<file path="config.mk">
export PLATFORM = sky130hd
export DESIGN_NAME = fpd_share_ctrl
export DESIGN_NICKNAME = d
export VERILOG_FILES = /design/src/rtl/fpd_share_ctrl_pkg.sv /design/src/rtl/fpd_share_ctrl_rr_arbiter.sv /design/src/rtl/fpd_share_ctrl.sv
export SDC_FILE = /design/constraint.sdc
export NUM_CORES = 1
export LEC_CHECK = 0
export BUFFER_PORTS_ARGS = -buffer_cell sky130_fd_sc_hd__buf_2
export CORE_AREA = 2 2 153 155
export CTS_CLUSTER_SIZE = 12
export DETAILED_ROUTE_END_ITERATION = 16
export DIE_AREA = 0 0 155 157
export HOLD_SLACK_MARGIN = 0.06
export PLACE_DENSITY_LB_ADDON = 0.3
export SYNTH_ARGS = -nofsm -noshare
export SYNTH_HDL_FRONTEND = slang
export SYNTH_SLANG_ARGS = --single-unit
</file>
<file path="constraint.sdc">
create_clock -name clk -period 2.8 [get_ports clk]
set_clock_uncertainty 0.2 [all_clocks]
set_input_delay 0.56 -clock clk [delete_from_list [all_inputs] [get_ports clk]]
set_output_delay 0.56 -clock clk [all_outputs]
set_load 0.03 [all_outputs]
</file>
<file path="src/rtl/fpd_share_ctrl_pkg.sv">
// rtl/fpd_share_ctrl_pkg.sv - shared types and FP32 constants for the divider share controller
package fpd_share_ctrl_pkg;

  localparam int FP32_W = 32;

  typedef enum logic [1:0] {
    ST_IDLE = 2'd0,
    ST_WAIT = 2'd1,
    ST_RESP = 2'd2
  } fpd_state_e;

  localparam logic [FP32_W-1:0] FP_ONE  = 32'h3F80_0000;
  localparam logic [FP32_W-1:0] FP_TWO  = 32'h4000_0000;
  localparam logic [FP32_W-1:0] FP_QNAN = 32'h7FC0_0000;

endpackage

</file>
<file path="src/rtl/fpd_share_ctrl_rr_arbiter.sv">
// rtl/fpd_share_ctrl_rr_arbiter.sv - combinational round-robin picker starting after last_grant
module fpd_share_ctrl_rr_arbiter #(
  parameter int N_REQ = 4,
  parameter int ID_W  = 2
) (
  input  logic [N_REQ-1:0] req,
  input  logic [ID_W-1:0]  last_grant,
  output logic [N_REQ-1:0] grant,
  output logic [ID_W-1:0]  grant_idx,
  output logic             grant_any
);

  logic [ID_W-1:0] idx;

  // Walk from the farthest candidate to the nearest so the nearest requester wins.
  always_comb begin
    grant     = '0;
    grant_idx = '0;
    grant_any = 1'b0;
    idx       = '0;
    for (int k = N_REQ; k >= 1; k--) begin
      idx = ID_W'((int'(last_grant) + k) % N_REQ);
      if (req[idx]) begin
        grant_idx = idx;
        grant_any = 1'b1;
      end
    end
    if (grant_any) begin
      grant[grant_idx] = 1'b1;
    end
  end

endmodule

</file>
<file path="src/rtl/fpd_share_ctrl.sv">
// rtl/fpd_share_ctrl.sv - shares one combinational FP32 divider between N_REQ requesters
module fpd_share_ctrl
  import fpd_share_ctrl_pkg::*;
#(
  parameter int N_REQ       = 4,
  parameter int HOLD_CYCLES = 3,
  parameter int ID_W        = 2
) (
  input  logic                    clk,
  input  logic                    rst,
  input  logic [N_REQ-1:0]        req_valid,
  output logic [N_REQ-1:0]        req_ready,
  input  logic [FP32_W*N_REQ-1:0] req_dividend,
  input  logic [FP32_W*N_REQ-1:0] req_divisor,
  output logic                    resp_valid,
  input  logic                    resp_ready,
  output logic [FP32_W-1:0]       resp_quotient,
  output logic [ID_W-1:0]         resp_id,
  output logic [FP32_W-1:0]       fpd_dividend,
  output logic [FP32_W-1:0]       fpd_divisor,
  input  logic [FP32_W-1:0]       fpd_quotient
);

  localparam int CNT_W = (HOLD_CYCLES > 1) ? $clog2(HOLD_CYCLES) : 1;

  fpd_state_e        state_q, state_d;
  logic [CNT_W-1:0]  cnt_q;
  logic [ID_W-1:0]   last_grant_q;
  logic [N_REQ-1:0]  grant;
  logic [ID_W-1:0]   grant_idx;
  logic              grant_any;
  logic [FP32_W-1:0] dividend_slice [N_REQ];
  logic [FP32_W-1:0] divisor_slice  [N_REQ];

  for (genvar i = 0; i < N_REQ; i++) begin : g_unpack
    assign dividend_slice[i] = req_dividend[FP32_W*i +: FP32_W];
    assign divisor_slice[i]  = req_divisor[FP32_W*i +: FP32_W];
  end

  fpd_share_ctrl_rr_arbiter #(
    .N_REQ (N_REQ),
    .ID_W  (ID_W)
  ) u_arb (
    .req        (req_valid),
    .last_grant (last_grant_q),
    .grant      (grant),
    .grant_idx  (grant_idx),
    .grant_any  (grant_any)
  );

  always_ff @(posedge clk) begin
    if (rst) begin
      state_q <= ST_IDLE;
    end else begin
      state_q <= state_d;
    end
  end

  always_comb begin
    state_d   = state_q;
    req_ready = '0;
    case (state_q)
      ST_IDLE: begin
        if (grant_any) begin
          req_ready = grant;
          state_d   = ST_WAIT;
        end
      end
      ST_WAIT: begin
        if (cnt_q == '0) begin
          state_d = ST_RESP;
        end
      end
      ST_RESP: begin
        if (resp_ready) begin
          state_d = ST_IDLE;
        end
      end
      default: state_d = ST_IDLE;
    endcase
  end

  // Operands stay parked on the divider until the next accept; the quotient is sampled once.
  always_ff @(posedge clk) begin
    if (rst) begin
      cnt_q         <= '0;
      last_grant_q  <= ID_W'(N_REQ - 1);
      resp_valid    <= 1'b0;
      resp_quotient <= '0;
      resp_id       <= '0;
      fpd_dividend  <= '0;
      fpd_divisor   <= '0;
    end else begin
      case (state_q)
        ST_IDLE: begin
          if (grant_any) begin
            fpd_dividend <= dividend_slice[grant_idx];
            fpd_divisor  <= divisor_slice[grant_idx];
            resp_id      <= grant_idx;
            last_grant_q <= grant_idx;
            cnt_q        <= CNT_W'(HOLD_CYCLES - 1);
          end
        end
        ST_WAIT: begin
          if (cnt_q == '0) begin
            resp_quotient <= fpd_quotient;
            resp_valid    <= 1'b1;
          end else begin
            cnt_q <= cnt_q - 1'b1;
          end
        end
        ST_RESP: begin
          if (resp_ready) begin
            resp_valid <= 1'b0;
          end
        end
        default: ;
      endcase
    end
  end

endmodule

</file>
== Yosys cells after proc, flatten, opt, wreduce, memory -nomap -nowiden ==
Cells that the tools add are included.
Word-level totals
  bits of input ports: 295
  register bits after elaboration: 105
  output and inout port bits: 103
  logic and storage cells: 73
Operators by class
  bitwise gates (word level): 1
  $add $sub $neg: 5
  order comparisons: 7
  multiplexer cells: 36
  reductions and logical operators: 10
  equal/unequal tests: 6
Operators with widths (count)
  $bmux W32 S2: 2
  $mux W32: 4
  $mux W2: 9
  $lt A2 B3 Y1 const B: 5
  $mux W1: 11
  $reduce_and A3 Y1: 3
  $bmux W1 S2: 4
  $mux W4: 2
  $ne A2 B2 Y1 const B: 4
  $pmux W2 S3: 1
  $add A2 B1 Y2 const B: 2
  $add A2 B2 Y2 const B: 2
  $logic_not A2 Y1: 2
  $pmux W2 S2: 1
  $reduce_and A2 Y1: 2
  $reduce_bool A2 Y1: 2
  $ge A3 B3 Y1 const B: 1
  $not A2 Y3: 1
  $demux W1 S2: 1
  $eq A2 B1 Y1 const B: 1
  $eq A2 B2 Y1 const B: 1
  $ge A2 B1 Y1 const B: 1
  $pmux W1 S2: 1
  $sub A2 B1 Y2 const B: 1
  $logic_and A1 B1 Y1: 1

== Longest topological paths before layout ==
  depth after elaboration: 13
  depth in mapped cells: 8
  gate-level depth less buffers: 6

== Modules after synthesis ==
From an unflattened synthesis, not the netlist that was laid out.
Second synthesis, totals
  cells, all modules: 439
  area, all modules: 5206.2 um^2
By module, submodules not included
  fpd_share_ctrl: times used 1, cells an instance 407, area each 4987.3 um^2
  fpd_share_ctrl_rr_arbiter: times used 1, cells an instance 32, area each 219.0 um^2

== Worst setup path before layout ==
OpenSTA, ideal clock, no wires.
  path type: input to output
  start point: input req_valid[1]
  end point: output req_ready[0]
  path buffers: 3
  required time: 2040 ps
  setup slack: -206 ps
  arrival: 2246 ps
  stages on the path: 7
  cell sequence: nor2_1 nor3_2 or3_1 buf_2 buf_2 buf_2 nor3_1
On the way
  longest elaborated chain between the ends: 12
  elaborated cells on any way between the ends: 23
  those cells by class: 2 x order compare; 20 x mux; 1 x reduce/logical
RTL lines
  start: declaration: line fpd_share_ctrl.sv:11  | input logic [N_REQ-1:0] req_valid,
  $bmux W1 S2: line fpd_share_ctrl_rr_arbiter.sv:23  | if (req[idx]) begin
  $mux W1 (not written as such): line fpd_share_ctrl_rr_arbiter.sv:23
  $mux W2 (4 in a row): line fpd_share_ctrl_rr_arbiter.sv:23
  $lt A2 B3 Y1 (not written as such) / $ge A2 B1 Y1 (equally long branches): line fpd_share_ctrl_rr_arbiter.sv:29  | grant[grant_idx] = 1'b1;
  $logic_and A1 B1 Y1 (not written as such): line fpd_share_ctrl_rr_arbiter.sv:29
  $mux W1 (not written as such): line fpd_share_ctrl_rr_arbiter.sv:29
  $demux W1 S2
  $mux W4 (*): line fpd_share_ctrl.sv:64  | if (grant_any) begin
  $mux W4 (*): line fpd_share_ctrl.sv:62  | case (state_q)
  end: declaration: line fpd_share_ctrl.sv:12  | output logic [N_REQ-1:0] req_ready,
Every way passes the cells marked *; elsewhere a longest branch is shown, timed or not. The select of a mux whose other input is x is not followed.

== Worst setup path after layout ==
  start point: input req_valid[1]
  end point: output req_ready[1]
Same word-level chain as after synthesis.

==> flow_summary.ini <==
[floorplan]
num_rows = 55
design.die.area_um2 = 24300
coreArea_um2 = 22500
pin_count = 398
initial_core_util_pct = 26.0
die_h_um = 157
die_width_um = 155

[logic_synthesis]
synth_cells = 686
synth_top_area_share_pct = 35.9
synthFlopType = dfxtp_1
yosysUniqueCellTypes = 31
avgSynthCellArea_um2 = 8.53
seq_area_frac_synth_pct = 35.9
synth_nets = 982
synth_top_family_by_area = compound AO/OA/AOI/OAI gates
synth_compound_area_share_pct = 29.0
synthAdderAreaFrac_pct = 0.214
synth_top_area_cell = dfxtp_1
synth_simple_gate_area_share_pct = 23.6
synthTopCellsByArea = dfxtp_1 (36%), a211oi_1 (16%), nor2b_1 (7.5%)
async_reset_ff_share_pct = 0
yosys_warnings = 0
ys_ff_latch = 105
syn-cell-area_um2 = 5850
synth_edf_count = 0
synth-xor-area-share_pct = 0
muxShareOfSynthArea_pct = 5.13

[detailed_routing]
met3_length_um = 1510
dr.pass1.iters = 4
via_per_inst = 4.90
wl_um = 23100
dr.max_layer_used = met5
ant_nets = 0
drtIter0Drc = 292
wl_per_cell_um = 17.3
routed-wl-met2_um = 11200
met1Wirelength_um = 9930
drc = 0
vias = 6547

[worst_setup_path]
cp.arrival_ps = 1920
path_class = input port to primary output
cp-start-kind = input port
cp_slowest_cell = buf_4
cp_cell_sequence = buf_2 -> nor2_1 -> nor3_4 -> buf_4 -> nor3_4 -> buf_12 -> nor3_2 -> buf_2
worst-path-buf-inv = 4
critPathRequiredTime_ps = 2040
cp-end-kind = primary output
critical_path.top_delay_family = buffers and inverters
path_max_fanout = 30
critical_path.max_stage_delay_ps = 380

[job]
maxCapViolCount = 0

[outcome]
status = finished, final reports clean

[power]
power_density_nw_per_um2 = 672
ir_drop_mv = 0.319
power_leakage_nw = 3.84

[clock_network]
cts_tree = yes
clock_latency_ps = 350
cts_buffers = 9
post_cts_buffers = 0
cts-root-buf = clkbuf_16
h-tree-depth = 3
clk_pin_slew_ps = 90
post_cts_resized = 1
clock-sinks = 105
cts_buffer_depth = 2
holdBufCountCts = 0

[sta]
tns_ps = 0
setup_viol = 0
slew_headroom_pct = 57.5
hold_viol_final = 0
finalMaxSlewViolations = 0
fin_crit_ps = 2680
fmax_mhz = 373
finalCritPeriodShare_pct = 95.8
worstMarginPinSlew_ps = 637
rsz0062_at_grt = no

[worst_hold_path]
hold_class = input port to register

[layout]
final_layout_size_suffix_gt1_share_pct = 43.3
finalNetCount = 1343
final_common_cell = buf_2
fillerInstances = 2411
area_growth_pct = 45.0
multiInputGateArea_um2 = 3450
regArea_um2 = 2100
antennaDiodeCount = 0
final_cells = 1337
most-common-layout-cells = buf_2 (396), a211oi_1 (128), dfxtp_1 (105)
fin_util_pct = 37.7

[global_routing]
grt_pass1_vias = 6175
grt_antenna_before_repair = 1
grt_usage_pct = 17.9
grt_overflow = 0
grt_max_degree = 59
grt_pass1_wl_um = 34200

[placement]
io_buffers = 397
numPlacedInstances = 1321
gp_congestion = 0.857
dp_hpwl_um = 17200
per-layer routing:
layer  GRT usage (%)  vias up
met3            3.99       27
met2            31.2      273
met5               0        -
met1            22.1     2986
li1                -     3259
met4            5.60        2
where the power goes:
part / switching [W] / total (W) / internal (W)
Combinational: 0.00158 / 0.00244 / 0.000865
Sequential: 0.000137 / 0.00189 / 0.00176
Clock: 0.000717 / 0.00137 / 0.000653
synth_stat cells, drive strengths merged, types with 18 or more instances:
| library cell | number |
|---|---|
| o21bai | 30 |
| dfxtp | 105 |
| nor4b | 29 |
| nor2b | 70 |
| buf | 26 |
| clkbuf | 49 |
| mux2i | 30 |
| nand3b | 35 |
| a211oi | 129 |
| nor2 | 18 |
| a21oi | 38 |
| o31ai | 35 |
| nand2 | 69 |
cell type report:
type	instances	area share [%]
clock buffers	9	2.65
clock inverters	7	1.05
inverters	2	0.0884
multi-input cells	504	40.6
flip-flops and latches	105	24.8
well taps	285	4.20
repair buffers	425	26.6
registers in the layout, summed over array words and instances, names as in the netlist:
name           flops
fpd_dividend      32
fpd_divisor       32
cnt_q              2
resp_valid         1
state_q            2
resp_quotient     32
last_grant_q       2
resp_id            2
worst reg2reg max path, stage by stage, from the launching register on:
cell and delay [ps]:
dfxtp_1 350, nand2b_2 220, a211oi_4 300, buf_12 280, buf_4 260, nor2b_1 70
a211oi_1 370, o31ai_1 100
worst paths after layout:
check | start | to | slack (ps) | cells past startpoint
worst max-delay path | req_valid[1] | req_ready[1] | 120 | 8
worst min-delay path | fpd_quotient[4] | resp_quotient[4]$_SDFFE_PP0P_ | 230 | 3
worst max register to register | last_grant_q[0]$_SDFFE_PP1P_ | fpd_divisor[20]$_SDFFE_PP0P_ | 550 | 7
worst min register to register | resp_quotient[10]$_SDFFE_PP0P_ | resp_quotient[10]$_SDFFE_PP0P_ | 250 | 2
kinds of logic (layout without fill, tap and decap cells):
logic type / Yosys count / count (layout)
adders and majority gates: 1 / 1
DFF: 105 / 105
buffers and inverters: 77 / 443
muxes: 30 / 30
AOI/OAI and AO/OA: 237 / 237
and+or+nand+nor: 236 / 236
metrics by stage:
step | cell area, um^2 | total power (W) | hold slack, ps | setup slack [ps]
5_1_grt | 8490 | 0.00607 | 212 | 25.1
6_report | 8490 | 0.00571 | 231 | 118
4_1_cts | 8490 | 0.00581 | 206 | 87.4
3_3_place_gp | 8170 | 0.00439 | 239 | 49.2
3_5_place_dp | 8170 | 0.00441 | 244 | 48.8
2_1_floorplan | 5860 | 0.00352 | 289 | 41.7
No activity file was read; power rests on OpenSTA's default activity.
